--- config.mk ---
export PLATFORM = sky130hd
export DESIGN_NAME = spi_dac_multi_out
export DESIGN_NICKNAME = d
export VERILOG_FILES = /design/src/rtl/spi_dac_multi_out_pkg.sv /design/src/rtl/spi_dac_multi_out_word_tx.sv /design/src/rtl/spi_dac_multi_out.sv
export SDC_FILE = /design/constraint.sdc
export NUM_CORES = 1
export LEC_CHECK = 0
export BUFFER_PORTS_ARGS = -buffer_cell sky130_fd_sc_hd__clkbuf_2
export CORE_MARGIN = 1.5
export CORE_UTILIZATION = 55
export CTS_CLUSTER_DIAMETER = 120
export DETAILED_ROUTE_END_ITERATION = 10
export HOLD_SLACK_MARGIN = 0.12
export PLACE_DENSITY = 0.77
export REMOVE_ABC_BUFFERS = 1
export SLEW_MARGIN = 25
export SYNTH_ARGS = -nofsm -noshare
export SYNTH_HDL_FRONTEND = slang
export SYNTH_SLANG_ARGS = --single-unit
--- constraint.sdc ---
create_clock -name clk -period 10.3 [get_ports clk]
set_clock_uncertainty 0.2 [all_clocks]
set_input_delay 1.03 -clock clk [delete_from_list [all_inputs] [get_ports clk]]
set_output_delay 1.03 -clock clk [all_outputs]
set_load 0.01 [all_outputs]
--- src/rtl/spi_dac_multi_out_pkg.sv ---
// Shared definitions for the LTC2624-class multi-channel DAC driver:
// command and address codes, sequencer states and the word builder.
package spi_dac_multi_out_pkg;

  localparam int WORD_W = 24;

  // LTC2624 command nibbles
  localparam logic [3:0] CMD_WRITE         = 4'b0000;  // write input register n
  localparam logic [3:0] CMD_UPDATE        = 4'b0001;  // update DAC register n
  localparam logic [3:0] CMD_WRITE_UPD_ALL = 4'b0010;  // write n, update all
  localparam logic [3:0] CMD_WRITE_UPD     = 4'b0011;  // write and update n

  // LTC2624 address nibbles
  localparam logic [3:0] DAC_A   = 4'h0;
  localparam logic [3:0] DAC_B   = 4'h1;
  localparam logic [3:0] DAC_C   = 4'h2;
  localparam logic [3:0] DAC_D   = 4'h3;
  localparam logic [3:0] DAC_ALL = 4'hF;

  // Channel sequencer states
  typedef enum logic [1:0] {
    ST_IDLE  = 2'd0,
    ST_LOAD  = 2'd1,
    ST_SHIFT = 2'd2,
    ST_GAP   = 2'd3
  } state_e;

  // Assemble the 24-bit frame {cmd, addr, 16-bit data field}
  function automatic logic [WORD_W-1:0] build_word(input logic [3:0]  cmd,
                                                   input logic [3:0]  addr,
                                                   input logic [15:0] data);
    return {cmd, addr, data};
  endfunction

endpackage

--- src/rtl/spi_dac_multi_out_word_tx.sv ---
// Serialises one 24-bit word MSB first. Each bit period is CLK_DIV clks:
// SCK low for the first half (SDO settles), high for the second half.
// SDO advances on the falling edge that ends each bit; done_o is high on
// the last clk of the 24th bit.
module spi_dac_multi_out_word_tx
  import spi_dac_multi_out_pkg::*;
#(
  parameter int CLK_DIV = 2
) (
  input  logic              clk,
  input  logic              rst_n,
  input  logic              start_i,
  input  logic [WORD_W-1:0] word_i,
  output logic              sck_o,
  output logic              sdo_o,
  output logic              done_o
);

  localparam int                DIV_W    = (CLK_DIV > 2) ? $clog2(CLK_DIV) : 1;
  localparam logic [DIV_W-1:0]  DIV_LAST = DIV_W'(CLK_DIV - 1);
  localparam logic [DIV_W-1:0]  DIV_HALF = DIV_W'(CLK_DIV / 2);
  localparam logic [DIV_W-1:0]  DIV_ONE  = DIV_W'(1);
  localparam logic [4:0]        BIT_LAST = 5'(WORD_W - 1);

  logic              active_q;
  logic [DIV_W-1:0]  div_q;
  logic [4:0]        bit_q;
  logic [WORD_W-1:0] shreg_q;
  logic              sck_q;
  logic              period_end;

  assign period_end = active_q && (div_q == DIV_LAST);
  assign done_o     = period_end && (bit_q == BIT_LAST);
  assign sck_o      = sck_q;
  assign sdo_o      = shreg_q[WORD_W-1];

  // Divider, bit counter and shift register; shifting in zeros leaves SDO low after the word
  always_ff @(posedge clk or negedge rst_n) begin
    if (!rst_n) begin
      active_q <= 1'b0;
      div_q    <= '0;
      bit_q    <= '0;
      shreg_q  <= '0;
      sck_q    <= 1'b0;
    end else if (start_i) begin
      active_q <= 1'b1;
      div_q    <= '0;
      bit_q    <= '0;
      shreg_q  <= word_i;
      sck_q    <= 1'b0;
    end else if (active_q) begin
      if (period_end) begin
        div_q   <= '0;
        sck_q   <= 1'b0;
        shreg_q <= {shreg_q[WORD_W-2:0], 1'b0};
        if (done_o) active_q <= 1'b0;
        else        bit_q    <= bit_q + 5'd1;
      end else begin
        div_q <= div_q + DIV_ONE;
        sck_q <= ((div_q + DIV_ONE) >= DIV_HALF);
      end
    end
  end

endmodule

--- src/rtl/spi_dac_multi_out.sv ---
// Multi-channel LTC2624 driver: frame timer, per-frame snapshot of samples
// and channel mask, lowest-first channel sequencer and command selection.
// One 24-bit word is sent per enabled channel each frame.
module spi_dac_multi_out
  import spi_dac_multi_out_pkg::*;
#(
  parameter int CHANNELS  = 4,
  parameter int DATA_W    = 12,
  parameter int CLK_DIV   = 2,
  parameter int CS_GAP    = 2,
  parameter int CYC_W     = 16,
  parameter int SIMUL_UPD = 0
) (
  input  logic                       clk,
  input  logic                       reset_n,
  input  logic [CYC_W-1:0]           cycles,
  input  logic [CHANNELS*DATA_W-1:0] data_in,
  input  logic [CHANNELS-1:0]        ch_mask,
  output logic                       spi_sck,
  output logic                       spi_sdo,
  output logic                       spi_dac_cs,
  output logic                       ena_out,
  output logic                       busy,
  output logic                       overrun,
  output state_e                     dbg_state
);

  localparam int               GAP_W    = $clog2(CS_GAP + 1);
  localparam logic [GAP_W-1:0] GAP_LAST = GAP_W'(CS_GAP - 1);
  localparam logic [CYC_W-1:0] CYC_MIN  = CYC_W'(2);
  localparam logic [CYC_W-1:0] CYC_ONE  = CYC_W'(1);

  state_e                     state_q, state_d;
  logic [CYC_W-1:0]           timer_q, timer_d;
  logic [CYC_W-1:0]           cyc_q;
  logic [CHANNELS-1:0]        pend_q, pend_d;
  logic [CHANNELS*DATA_W-1:0] data_q;
  logic [GAP_W-1:0]           gap_q, gap_d;
  logic                       cs_q, ena_q, ovr_q, ovr_seen_q;

  logic [CYC_W-1:0]    cyc_eff;
  logic [CHANNELS-1:0] pend_rest;
  logic                terminal, last_word, gap_last, fsm_free, frame_start, ovr_d;
  logic [3:0]          sel_addr, cmd;
  logic [DATA_W-1:0]   sel_sample;
  logic [15:0]         data16;
  logic [WORD_W-1:0]   word;
  logic                tx_done;

  assign cyc_eff   = (cyc_q < CYC_MIN) ? CYC_MIN : cyc_q;
  assign terminal  = (timer_q >= (cyc_eff - CYC_ONE));
  assign pend_rest = pend_q & (pend_q - CHANNELS'(1));  // pending with lowest bit cleared
  assign last_word = (pend_rest == '0);
  assign gap_last  = (state_q == ST_GAP) && (gap_q == GAP_LAST);
  // The sequencer is free on its final GAP cycle, so a stretched frame restarts
  // with no extra idle clock and lasts exactly N word slots.
  assign fsm_free    = (state_q == ST_IDLE) || (gap_last && last_word);
  assign frame_start = terminal && fsm_free;
  assign ovr_d       = terminal && (state_q != ST_IDLE) && !fsm_free && !ovr_seen_q;

  // Pick the lowest pending channel and its snapshotted sample
  always_comb begin
    sel_addr   = '0;
    sel_sample = '0;
    for (int k = CHANNELS - 1; k >= 0; k--) begin
      if (pend_q[k]) begin
        sel_addr   = 4'(k);
        sel_sample = data_q[k*DATA_W +: DATA_W];
      end
    end
  end

  // Command choice: the final (highest) channel of a frame triggers the shared update
  always_comb begin
    cmd = CMD_WRITE_UPD;
    if (SIMUL_UPD != 0) cmd = last_word ? CMD_WRITE_UPD_ALL : CMD_WRITE;
  end

  assign data16 = 16'(sel_sample) << (16 - DATA_W);
  assign word   = build_word(cmd, sel_addr, data16);

  // Sequencer next state, pending mask and gap counter
  always_comb begin
    state_d = state_q;
    pend_d  = pend_q;
    gap_d   = '0;
    case (state_q)
      ST_IDLE:  if (frame_start && (ch_mask != '0)) state_d = ST_LOAD;
      ST_LOAD:  state_d = ST_SHIFT;
      ST_SHIFT: if (tx_done) state_d = ST_GAP;
      ST_GAP: begin
        if (!gap_last)                           gap_d   = gap_q + GAP_W'(1);
        else if (!last_word)                     state_d = ST_LOAD;
        else if (frame_start && (ch_mask != '0)) state_d = ST_LOAD;
        else                                     state_d = ST_IDLE;
      end
      default:  state_d = ST_IDLE;
    endcase
    if (frame_start)   pend_d = ch_mask;
    else if (gap_last) pend_d = pend_rest;
  end

  // Frame timer: clears at frame start, holds at terminal count while a frame overruns
  always_comb begin
    if (frame_start)   timer_d = '0;
    else if (terminal) timer_d = timer_q;
    else               timer_d = timer_q + CYC_ONE;
  end

  // Sequencer state register
  always_ff @(posedge clk or negedge reset_n) begin
    if (!reset_n) state_q <= ST_IDLE;
    else          state_q <= state_d;
  end

  // Timer, frame snapshot, chip select and status pulses
  always_ff @(posedge clk or negedge reset_n) begin
    if (!reset_n) begin
      timer_q    <= '0;
      cyc_q      <= '0;
      pend_q     <= '0;
      data_q     <= '0;
      gap_q      <= '0;
      cs_q       <= 1'b1;
      ena_q      <= 1'b0;
      ovr_q      <= 1'b0;
      ovr_seen_q <= 1'b0;
    end else begin
      timer_q <= timer_d;
      pend_q  <= pend_d;
      gap_q   <= gap_d;
      cs_q    <= !((state_d == ST_LOAD) || (state_d == ST_SHIFT));
      ena_q   <= frame_start;
      ovr_q   <= ovr_d;
      if (frame_start) begin
        cyc_q      <= cycles;
        data_q     <= data_in;
        ovr_seen_q <= 1'b0;
      end else if (ovr_d) begin
        ovr_seen_q <= 1'b1;
      end
    end
  end

  spi_dac_multi_out_word_tx #(.CLK_DIV(CLK_DIV)) u_tx (
    .clk     (clk),
    .rst_n   (reset_n),
    .start_i (state_q == ST_LOAD),
    .word_i  (word),
    .sck_o   (spi_sck),
    .sdo_o   (spi_sdo),
    .done_o  (tx_done)
  );

  assign spi_dac_cs = cs_q;
  assign ena_out    = ena_q;
  assign busy       = (state_q != ST_IDLE);
  assign overrun    = ovr_q;
  assign dbg_state  = state_q;

endmodule

# After elaboration in Yosys (flattened, before gate mapping)
# Index checks and enable logic that the tools add are counted.
[totals]
regBits = 124
input_bits = 70
output_inout_bits = 8
elab_cells = 98
[classes]
add_sub_neg = 6
n_lt_le_gt_ge = 3
n_eq_ne = 9
muxes = 40
bitwise_logic = 1
reduce_logical = 24
[ops]
columns = ["operator", "count"]
rows = [
  ["2-to-1 mux 24 bit", 3],
  ["2-to-1 mux 12 bit", 4],
  ["2-to-1 mux 16 bit", 3],
  ["2-to-1 mux 5 bit", 4],
  ["adder 16 x 1 -> 16 bit (second input constant)", 1],
  [">= comparator 16 bit", 1],
  ["less-than comparator 16 x 2 -> 1 bit (second input constant)", 1],
  ["2-to-1 mux 2 bit", 8],
  ["subtractor 16 x 1 -> 16 bit (second input constant)", 1],
  ["2-to-1 mux 1 bit", 14],
  ["2-to-1 mux 4 bit", 3],
  ["nonzero test 2 bit", 5],
  ["logical AND 1 bit", 9],
  ["one-hot mux 2 bit (4 select lines)", 1],
  ["== test 2 x 1 -> 1 bit (second input constant)", 3],
  ["== test 2 bit (second input constant)", 3],
  ["adder 5 x 1 -> 5 bit (second input constant)", 1],
  ["== test 5 bit (second input constant)", 1],
  ["AND 4 bit", 1],
  ["logical NOT 4 bit", 1],
  ["!= test 2 x 1 -> 1 bit (second input constant)", 2],
  ["nonzero test 4 bit", 1],
  ["subtractor 4 x 1 -> 4 bit (second input constant)", 1],
  ["logical NOT 1 bit", 3],
  ["other kinds (7)", 8],
]

# Depth between registers and ports, before layout
[logic_depth]
depth_word = 14
depth_mapped = 19
ltp_nobuf = 16

# Modules after synthesis
# A second synthesis with hierarchy kept.
[unflattened]
cells_unflattened = 588
area_unflattened_um2 = 6329.8
[modules_own_cells]
columns = ["module", "n_inst", "cells_each", "area_per_inst_um2", "seq_area_each_um2"]
rows = [
  ["spi_dac_multi_out", 1, 449, 4888.4, 2303.5],
  ["spi_dac_multi_out_word_tx", 1, 139, 1441.4, 775.7],
]

# Worst setup path before layout
# Ideal clock, no wire load.
[synth_path]
path_type = "flip-flop to flip-flop"
startpoint = "register cyc_q[6]"
endpoint = "register data_q[18]"
setup_time_ps = 125
arrival_ps = 4099
required_time_ps = 9975
slack_ps = 5876
stages_incl_launch_ff = 18
n_path_buf = 3
synth_period_minus_slack_ps = 4424
cell_sequence = "dfrtp_1 or3_1 or3_4 nor4_1 nand2b_1 ha_1 nand2_1 nor4_1 nor3b_2 xnor2_1 ha_1 nand4_1 o31a_1 buf_4 nor2_4 buf_6 buf_6 mux2_2"
[synth_via]
elab_chain_cells = 5
[synth_rtl]
columns = ["element", "line", "source"]
rows = [
  ["start, declared", "spi_dac_multi_out.sv:35", "logic [CYC_W-1:0] cyc_q;"],
  ["start signal, assigned", "spi_dac_multi_out.sv:136", "cyc_q <= cycles;"],
  ["less-than comparator 16 x 2 -> 1 bit", "spi_dac_multi_out.sv:50", "assign cyc_eff = (cyc_q < CYC_MIN) ? CYC_MIN : cyc_q;"],
  ["2-to-1 mux 16 bit *", "spi_dac_multi_out.sv:50", ""],
  ["subtractor 16 x 1 -> 16 bit *", "spi_dac_multi_out.sv:51", "assign terminal = (timer_q >= (cyc_eff - CYC_ONE));"],
  [">= comparator 16 bit *", "spi_dac_multi_out.sv:51", ""],
  ["logical AND 1 bit *", "spi_dac_multi_out.sv:58", "assign frame_start = terminal && fsm_free;"],
  ["net frame_start", "spi_dac_multi_out.sv:43", "logic terminal, last_word, gap_last, fsm_free, frame_start, ovr_d;"],
  ["end signal, assigned", "spi_dac_multi_out.sv:137", "data_q <= data_in;"],
  ["end, declared", "spi_dac_multi_out.sv:37", "logic [CHANNELS*DATA_W-1:0] data_q;"],
]
# Mark *: on every way through the listed nets, which the timed path passes. The rest lies on a longest branch.
# A chain may end at the register's enable or synchronous reset.

# Worst setup path after layout
[layout_path]
startpoint = "register cyc_q[6]"
endpoint = "register data_q[15]"
[layout_via]
elab_chain_cells = 5
[layout_rtl]
columns = ["element", "line"]
rows = [
  ["less-than comparator 16 x 2 -> 1 bit", "spi_dac_multi_out.sv:50"],
  ["2-to-1 mux 16 bit *", "spi_dac_multi_out.sv:50"],
  ["subtractor 16 x 1 -> 16 bit *", "spi_dac_multi_out.sv:51"],
  [">= comparator 16 bit *", "spi_dac_multi_out.sv:51"],
  ["logical AND 1 bit *", "spi_dac_multi_out.sv:58"],
]
# Every way passes the cells marked *; elsewhere a longest branch is shown, timed or not.

==> impl_metrics.env <==
export IMPL_crit_fanout=69
export IMPL_drcViolationCount=0
export IMPL_cts_tree="yes"
export IMPL_port_buffers=77
export IMPL_via_count=4392
export IMPL_antenna_cells=0
export IMPL_grt_pass1_wl_um=20800
export IMPL_routed_wl_um=12300
export IMPL_yosysSeqAreaShare=0.509
export IMPL_layout_nets=694
export IMPL_fp_row_count=37
export IMPL_synth_area_leaders="dfrtp_1, mux2_2, ha_1"
export IMPL_firstDrtPassIters=4
export IMPL_ys_top_cells_by_count="dfrtp_1, mux2_2, nand2_1, nor2_1, o21ai_0"
export IMPL_slew_headroom=0.308
export IMPL_grt_use_total=0.235
export IMPL_clock_latency_ns=0.52
export IMPL_hold_violations=0
export IMPL_max_stage_delay_ns=0.65
export IMPL_pre_cts_ws_ns=4.74
export IMPL_synthesis_area_um2=5850
export IMPL_timing_critical_path_buf_inv=1
export IMPL_timing_final_ws_setup_ns=4.67
export IMPL_rsz0062_at_grt="false"
export IMPL_synth_most_common_cell="dfrtp_1"
export IMPL_syn_to_final_growth_pct=18.4
export IMPL_multi_input_area_um2=2720
export IMPL_grt_ovfl_total=0
export IMPL_numCtsBuffers=17
export IMPL_grt_max_degree=86
export IMPL_grt_pass1_vias=4346
export IMPL_clockBufferDepth=2
export IMPL_crit_required_ns=10.50
export IMPL_ctsHoldBuffers=0
export IMPL_post_cts_buffers=0
export IMPL_clock_sinks=119
export IMPL_fp_dieW_um=106
export IMPL_arrival_ns=5.82
export IMPL_max_freq_ghz=0.178
export IMPL_syn_area_per_cell_um2=11.0
export IMPL_htree_levels=4
export IMPL_ys_flop_type="dfrtp_1"
export IMPL_synth_top_cell_area_share=0.505
export IMPL_p_leak_nw=3.33
export IMPL_synth_edf_count=0
export IMPL_drt_wirelength_per_cell_um=16.3
export IMPL_yosysTopAreaCell="dfrtp_1"
export IMPL_finalCriticalPeriod_ns=5.63
export IMPL_power_density_nw_per_um2=160
export IMPL_endpoint_kind="flip-flop"
export IMPL_rrSetupSlack_ns=4.67
export IMPL_regArea_um2=2980
export IMPL_cts_root_buffer="clkbuf_8"
export IMPL_status="finished, final reports clean"
export IMPL_peakVddDrop_v=0.000124
export IMPL_placeableCoreArea_um2=10300
export IMPL_fillCellCount=784
export IMPL_yosys_warnings=0
export IMPL_antenna_found_initial=0
export IMPL_drtAntennaViolNets=0
export IMPL_clkTransAtPathRegs_ns=0.06
export IMPL_setup_viol=0
export IMPL_cts_repair_resized=0
export IMPL_fp_dieArea_um2=11300
export IMPL_cp_cell_sequence="or3_1, or3_4, nor4_1, nand2b_1, ha_1, nand2_1, nor4_1, nor3b_2, xnor2_1, ha_1, nand4_1, o31a_1, nor2_4, buf_4, mux2_2"
export IMPL_worst_pin_slew_ns=1.04
export IMPL_drv_slew=0
export IMPL_start_util=0.566
export IMPL_cp_top_family="simple AND/OR/NAND/NOR gates"
export IMPL_crit_type="flip-flop to flip-flop"
export IMPL_total_power_w=0.00111
export IMPL_start_kind="flip-flop"
export IMPL_ios=78
export IMPL_ys_ff_latch=119
export IMPL_synth_cell_types=47
export IMPL_synth_cells=534
export IMPL_detailed_place_hpwl_um=8180
export IMPL_min_period_over_period=0.546
export IMPL_min_path_type="flip-flop to flip-flop"
export IMPL_stdcell_area_um2=6920
export IMPL_synthArstFlopShare=1.00
export IMPL_max_cap_violations=0
export IMPL_cp_slowest_cell="o31a_1"
export IMPL_setup_tns_ns=0
export IMPL_place_congestion=0.803
export IMPL_die_h_um=106
export IMPL_dr_first_iter_drc_count=243
export IMPL_viasPerCell=5.82
export IMPL_layout_drive_gt1_share=0.299
export IMPL_postPlaceCellArea_um2=6300
-- cells by family (layout without fill, tap and decap cells) --
| kind of cell | after synthesis | count (layout) | share of synthesized area |
|---|---|---|---|
| AOI/OAI and AO/OA | 94 | 94 | 0.112 |
| xor gates and xnor gates | 17 | 17 | 0.0255 |
| adders and majority gates | 19 | 19 | 0.0407 |
| buffers and inverters | 33 | 117 | 0.0261 |
| DFF | 119 | 119 | 0.509 |
| muxes | 69 | 69 | 0.132 |
| and+or+nand+nor | 183 | 183 | 0.154 |
-- stage by stage --
stage	utilization	instances	hold slack, ns
final	0.671	754	0.228
after global routing	0.671	754	0.264
after global placement	0.610	722	0.218
after detailed placement	0.610	722	0.223
after CTS	0.670	754	0.230
after floorplan	-	506	0.203
-- where the power goes --
group	switching [W]	internal, W	total (W)
clock network	0.000210	0.000405	0.000615
logic	0.0000133	0.00000983	0.0000231
registers	0	0.000468	0.000468
-- cell usage in the layout, fill, tap and decap left out, types with 12 or more instances in the layout --
cell type	instances
a211oi_1	14
a21oi_1	15
a221oi_1	12
a31oi_1	12
clkbuf_16	16
clkbuf_2	76
dfrtp_1	118
ha_1	19
mux2_2	65
nand2_1	56
nand3_1	17
nor2_1	33
nor2b_1	15
nor3_1	18
o21ai_0	21
xnor2_1	12
-- path summary, 6_finish.rpt --
path                                         from                       to  depth (start not counted)
min in group asynchronous                 reset_n  timer_q[15]$_DFFE_PN0P_                          1
max                          cyc_q[6]$_DFFE_PN0N_   data_q[15]$_DFFE_PN0N_                         15
min                        ovr_seen_q$_DFFE_PN0P_        overrun$_DFF_PN0_                          1
max reg2reg                  cyc_q[6]$_DFFE_PN0N_   data_q[15]$_DFFE_PN0N_                         15
max in group asynchronous                 reset_n    data_q[7]$_DFFE_PN0N_                          2
min reg2reg                ovr_seen_q$_DFFE_PN0P_        overrun$_DFF_PN0_                          1
-- sequential cells by signal, indices dropped and copies added (netlist names) --
signal and cells:
dbg_state 2, u_tx.bit_q 5, gap_q 2, u_tx.active_q 1, cyc_q 16, u_tx.shreg_q 20
data_q 48, ena_out 1, pend_q 4, overrun 1, spi_dac_cs 1, ovr_seen_q 1
u_tx.div_q 1, timer_q 16
-- per-layer routing --
metal,routed length [um],track usage,vias to the layer above
met3,600,0.0558,12
li1,-,-,2089
met5,0,0,-
met1,5620,0.317,2178
met2,5970,0.374,113
met4,129,0.0811,0
-- cell type report --
cell class                 count  area share
multi-input combinational    382       0.393
sequential                   119       0.430
clock buffer                  20      0.0643
inverter                       5     0.00271
clock inverter                12      0.0253
tap                          136      0.0246
timing repair buffer          80      0.0598
No activity file was read; power rests on OpenSTA's default activity.
